`src/rtl/tenyr_pkg.sv`:
```
// rtl/tenyr_pkg.sv - shared widths, fetch state encoding and PC helper for the tenyr core
package tenyr_pkg;

  localparam int ADDR_W = 24;
  localparam int DATA_W = 32;

  localparam logic [ADDR_W-1:0] RESET_PC_DEFAULT = 24'h000000;

  typedef enum logic [1:0] {
    FETCH = 2'd0,
    WAIT  = 2'd1,
    HOLD  = 2'd2
  } fetch_state_e;

  // Sequential fetch address; natural 24-bit wrap from FFFFFF to 000000.
  function automatic logic [ADDR_W-1:0] pc_inc(input logic [ADDR_W-1:0] pc);
    return pc + 24'd1;
  endfunction

endpackage

```
`src/rtl/tenyr_lat_cnt.sv`:
```
// rtl/tenyr_lat_cnt.sv - 4-bit load/decrement counter with zero flag for memory latency
module tenyr_lat_cnt (
  input  logic       clk,
  input  logic       reset,
  input  logic       load_i,
  input  logic       dec_i,
  input  logic [3:0] load_val_i,
  output logic       zero_o
);

  logic [3:0] count_q;

  // Load has priority over decrement; decrement saturates at zero.
  always_ff @(negedge clk) begin
    if (reset) begin
      count_q <= 4'd0;
    end else if (load_i) begin
      count_q <= load_val_i;
    end else if (dec_i && (count_q != 4'd0)) begin
      count_q <= count_q - 4'd1;
    end
  end

  assign zero_o = (count_q == 4'd0);

endmodule

```
`src/rtl/tenyr_fetch.sv`:
```
// rtl/tenyr_fetch.sv - tenyr instruction fetch stage: one outstanding read, valid/ready output
module tenyr_fetch
  import tenyr_pkg::*;
#(
  parameter int unsigned       RAM_LATENCY = 1,
  parameter logic [ADDR_W-1:0] RESET_PC    = RESET_PC_DEFAULT
) (
  input  logic              clk,
  input  logic              reset,
  output logic              mem_en,
  output logic              mem_rw,
  output logic [ADDR_W-1:0] mem_addr,
  input  logic [DATA_W-1:0] mem_data,
  output logic              insn_valid,
  input  logic              insn_ready,
  output logic [DATA_W-1:0] insn,
  output logic [ADDR_W-1:0] insn_pc,
  input  logic              redirect_valid,
  input  logic [ADDR_W-1:0] redirect_pc
);

  // The counter is loaded on entry to WAIT so that it reads zero on the edge
  // at which memory data becomes valid.
  localparam logic [3:0] LAT_LOAD = 4'(RAM_LATENCY - 1);

  fetch_state_e      state_q;
  logic [ADDR_W-1:0] fetch_pc_q;
  logic              mem_en_q;
  logic [ADDR_W-1:0] mem_addr_q;
  logic              insn_valid_q;
  logic [DATA_W-1:0] insn_q;
  logic [ADDR_W-1:0] insn_pc_q;

  logic       cnt_load;
  logic       cnt_dec;
  logic [3:0] cnt_load_val;
  logic       cnt_zero;

  // A redirect clears the counter so a dropped request leaves no stale count.
  always_comb begin
    cnt_load     = redirect_valid || (state_q == FETCH);
    cnt_load_val = redirect_valid ? 4'd0 : LAT_LOAD;
    cnt_dec      = (state_q == WAIT);
  end

  tenyr_lat_cnt u_lat_cnt (
    .clk        (clk),
    .reset      (reset),
    .load_i     (cnt_load),
    .dec_i      (cnt_dec),
    .load_val_i (cnt_load_val),
    .zero_o     (cnt_zero)
  );

  // Fetch FSM with registered memory and instruction outputs; reset beats redirect.
  always_ff @(negedge clk) begin
    if (reset) begin
      state_q      <= FETCH;
      fetch_pc_q   <= RESET_PC;
      mem_en_q     <= 1'b0;
      mem_addr_q   <= RESET_PC;
      insn_valid_q <= 1'b0;
      insn_q       <= '0;
      insn_pc_q    <= '0;
    end else if (redirect_valid) begin
      state_q      <= FETCH;
      fetch_pc_q   <= redirect_pc;
      mem_en_q     <= 1'b0;
      insn_valid_q <= 1'b0;
    end else begin
      case (state_q)
        FETCH: begin
          mem_en_q   <= 1'b1;
          mem_addr_q <= fetch_pc_q;
          state_q    <= WAIT;
        end
        WAIT: begin
          if (cnt_zero) begin
            insn_q       <= mem_data;
            insn_pc_q    <= fetch_pc_q;
            insn_valid_q <= 1'b1;
            mem_en_q     <= 1'b0;
            state_q      <= HOLD;
          end
        end
        HOLD: begin
          if (insn_valid_q && insn_ready) begin
            fetch_pc_q   <= pc_inc(fetch_pc_q);
            insn_valid_q <= 1'b0;
            state_q      <= FETCH;
          end
        end
        default: state_q <= FETCH;
      endcase
    end
  end

  assign mem_en     = mem_en_q;
  assign mem_rw     = 1'b0;
  assign mem_addr   = mem_addr_q;
  assign insn_valid = insn_valid_q;
  assign insn       = insn_q;
  assign insn_pc    = insn_pc_q;

endmodule

```
`config.mk`:
```
export PLATFORM = sky130hd
export DESIGN_NAME = tenyr_fetch
export DESIGN_NICKNAME = d
export VERILOG_FILES = /design/src/rtl/tenyr_pkg.sv /design/src/rtl/tenyr_lat_cnt.sv /design/src/rtl/tenyr_fetch.sv
export SDC_FILE = /design/constraint.sdc
export NUM_CORES = 1
export LEC_CHECK = 0
export CAP_MARGIN = 25
export CORE_MARGIN = 4
export CORE_UTILIZATION = 54
export DETAILED_ROUTE_END_ITERATION = 12
export DONT_BUFFER_PORTS = 1
export PLACE_DENSITY = 0.7
export SLEW_MARGIN = 20
export SYNTH_ARGS = -nofsm -noshare
export SYNTH_HDL_FRONTEND = slang
export SYNTH_HIERARCHICAL = 1
export SYNTH_SLANG_ARGS = --single-unit
```
`constraint.sdc`:
```
create_clock -name clk -period 2.2 [get_ports clk]
set_input_delay 0 -clock clk [delete_from_list [all_inputs] [get_ports clk]]
set_output_delay 0 -clock clk [all_outputs]
set_load 0.02 [all_outputs]
```
==> summary.md <==
| Metric | Value |
|---|---|
| Status | finished clean |
| GRT overflow | 0 |
| # rows | 34 |
| GPL Wtd Cong | a little over 0.8 |
| Ys async rst share | 0 |
| Clk sinks | 112 |
| WS Path Type | reg -> out |
| Share of cells above drive strength 1 | 0.104 |
| Non-filler instance count after layout | 800 |
| H-tree levels | 3 |
| Slew headroom | 0.649 |
| Final worst-path cycle share | 0.938 |
| Total track usage | 0.223 |
| DRT iter0 DRCs | 232 |
| Setup tns final | 0 ns |
| MaxCap Viol Count | 0 |
| Wire per inst | 16.4 µm |
| Ys Warns | 6 |
| Final instance area | roughly 0.0057 mm² |
| Final Setup Violations | 0 |
| Synthesized flop and latch total | 112 |
| Initial core utilization | 0.554 |
| DRC | 0 |
| Post-synthesis sequential area ratio | 0.467 |
| Final HPWL DP | 7720 µm |
| Area grow syn2layout | 19.2% |
| Placeable Area | 0.00868 mm² |
| Top area cells in the synthesized netlist | dfxtp_1 (47%), nand2_1 (14%), a21oi_1 (9.3%), a2111oi_2 (3.1%), inv_1 (2.2%) |
| Setup crit end kind | output pin |
| Type of origin of the critical path | flop |
| Hold bufs inserted after CTS | 0 |
| Post-route ant nets | 0 |
| Vias in the first global route | around 4200 |
| Pins Over Slew Limit | 0 |
| Post-synth top cells | nand2_1 (175), dfxtp_1 (112), a21oi_1 (89) |
| Yosys cell types | 50 |
| Largest net degree at the start of global routing | between 100 and 150 |
| Post-synth EDFFs | 0 |
| Worst path arrival time | 2.06 ns |
| Initial antenna violation count | 0 |
| Count leader, synth | nand2_1 |
| Total power | 4.74 mW |
| Vias | 4429 |
| Hold Vio Cnt, Final | 0 |
| Fmax | between 0.4 and 0.5 GHz |
| Pwr Density | about 830 mW/mm² |
| CP Max Fanout | 5 |
| Vias per cell | 5.54 |
| Post-synth top area share | 0.467 |
| Static Leakage | approximately 2.5 nW |
| Tmin final | 2.06 ns |
| Critical Path RT | 2.20 ns |
| Area post-placement | 0.00492 mm² |
| Synth area leader | dfxtp_1 |
| Tightest Hold Check Type | reg -> reg |
| Clock Pin Slew Worst Setup and Hold Paths | around 0.040 ns |
| Measured slew at the worst slew-check pin | approximately 0.52 ns |
| I/O pin cnt | around 140 |
| CTS tree | done |
| Maximum vdd drop | slightly below 0.6 mV |
| Setup bufs post-CTS | 0 |
| CTS max path bufs | 2 |
| RSZ-0062 raised after global routing | no |
| Cell Count Post-Placement | 667 |
| Die Height | just over 100 µm |
| Final #Nets | 749 |
| Cell area after synthesis | 0.00481 mm² |
| Ys flop type | dfxtp_1 |
| Gate count after technology mapping | 582 |
| IO Port Bufs | 0 |
| Layout fillers | 785 |
| First-pass GRT wire length | roughly 19000 µm |
| Clock latency at the later pin of the worst-skew pair | 0.44 ns |
| DIE WIDTH | 102 µm |
| Diode count | 0 |
| Syn Area/Cell | roughly 8.3 µm² |
| Clk root buf | clkbuf_8 |
| Initial DRT Pass Iterations | 5 |
| Clock skew | 0.0252 ns |
| Die ar. | 0.0105 mm² |
| Wirelength, routed | 13100 µm |
| Post-cts resize count | 0 |
| Number of buffers created by CTS | 9 |
sequential cells by signal (all words and copies together), names as in the netlist:
name / count
insn: 32
fetch_pc_q: 24
insn_pc: 24
mem_addr: 24
u_lat_cnt/count_q: 4
state_q: 2
insn_valid: 1
mem_en: 1
per-stage QoR:
step / hold slack [ns] / worst slack [ns] / util
global placement: 0.478 / 0.0462 / 0.567
detailed placement: 0.478 / 0.0230 / 0.567
global route: 0.496 / 0.0375 / 0.660
floorplan: 0.454 / 0.0146 / -
finish: 0.476 / 0.137 / 0.660
CTS: 0.465 / 0.0961 / 0.641
cells by family after synthesis:
group,count (synthesis),share of synthesized area
AO/OA/AOI/OAI,135,0.188
XOR/XNOR,9,0.0164
adder cells (fa/ha/maj),2,0.00521
buffers and inverters,72,0.0677
flip-flops,112,0.467
multiplexers,2,0.00417
other,1,0.000780
AND/OR/NAND/NOR,249,0.251
layout make-up:
class                      instances  area (µm²)  area share
multi-input combinational        402        2290       0.400
clock inverter                   119         526      0.0918
clock buffer                       9         124      0.0216
sequential                       112        2240       0.392
inverter                          26        97.6      0.0170
tap                              108         135      0.0236
timing repair buffer              24         312      0.0544
cells in the final DEF (no fill, tap or decap), types with 7 or more instances in the layout:
cell and n:
buf_4 13, a2111oi_2 10, a211oi_1 11, nor3_1 7
dfxtp_1 112, a21oi_1 89, inv_1 136, nand2_1 175
nor2_1 10, clkbuf_8 9, o21a_1 7
per-layer routing:
layer | GRT usage | vias to the layer above | share of wire
met5 | 0 | - | 0
met4 | 0.112 | 0 | 0.014
met3 | 0.111 | 14 | 0.091
met2 | 0.351 | 165 | 0.50
met1 | 0.252 | 2058 | 0.39
li1 | - | 2192 | -
power by group:
part,total (mW),switching [mW],internal (mW)
Clock,2.21,1.36,0.850
Combinational,0.287,0.153,0.134
Sequential,2.24,0.128,2.11
final timing paths:
check	from	endpoint	slack, ns	cells past startpoint
max	insn_valid	insn_valid	0.14	0
min	fetch_pc_q[23]	insn_pc[23]	0.48	2
max reg2reg	u_lat_cnt/count_q[1]	insn_pc[13]	0.16	10
min reg2reg	fetch_pc_q[23]	insn_pc[23]	0.48	2
Power figures use the tool's default switching activity.
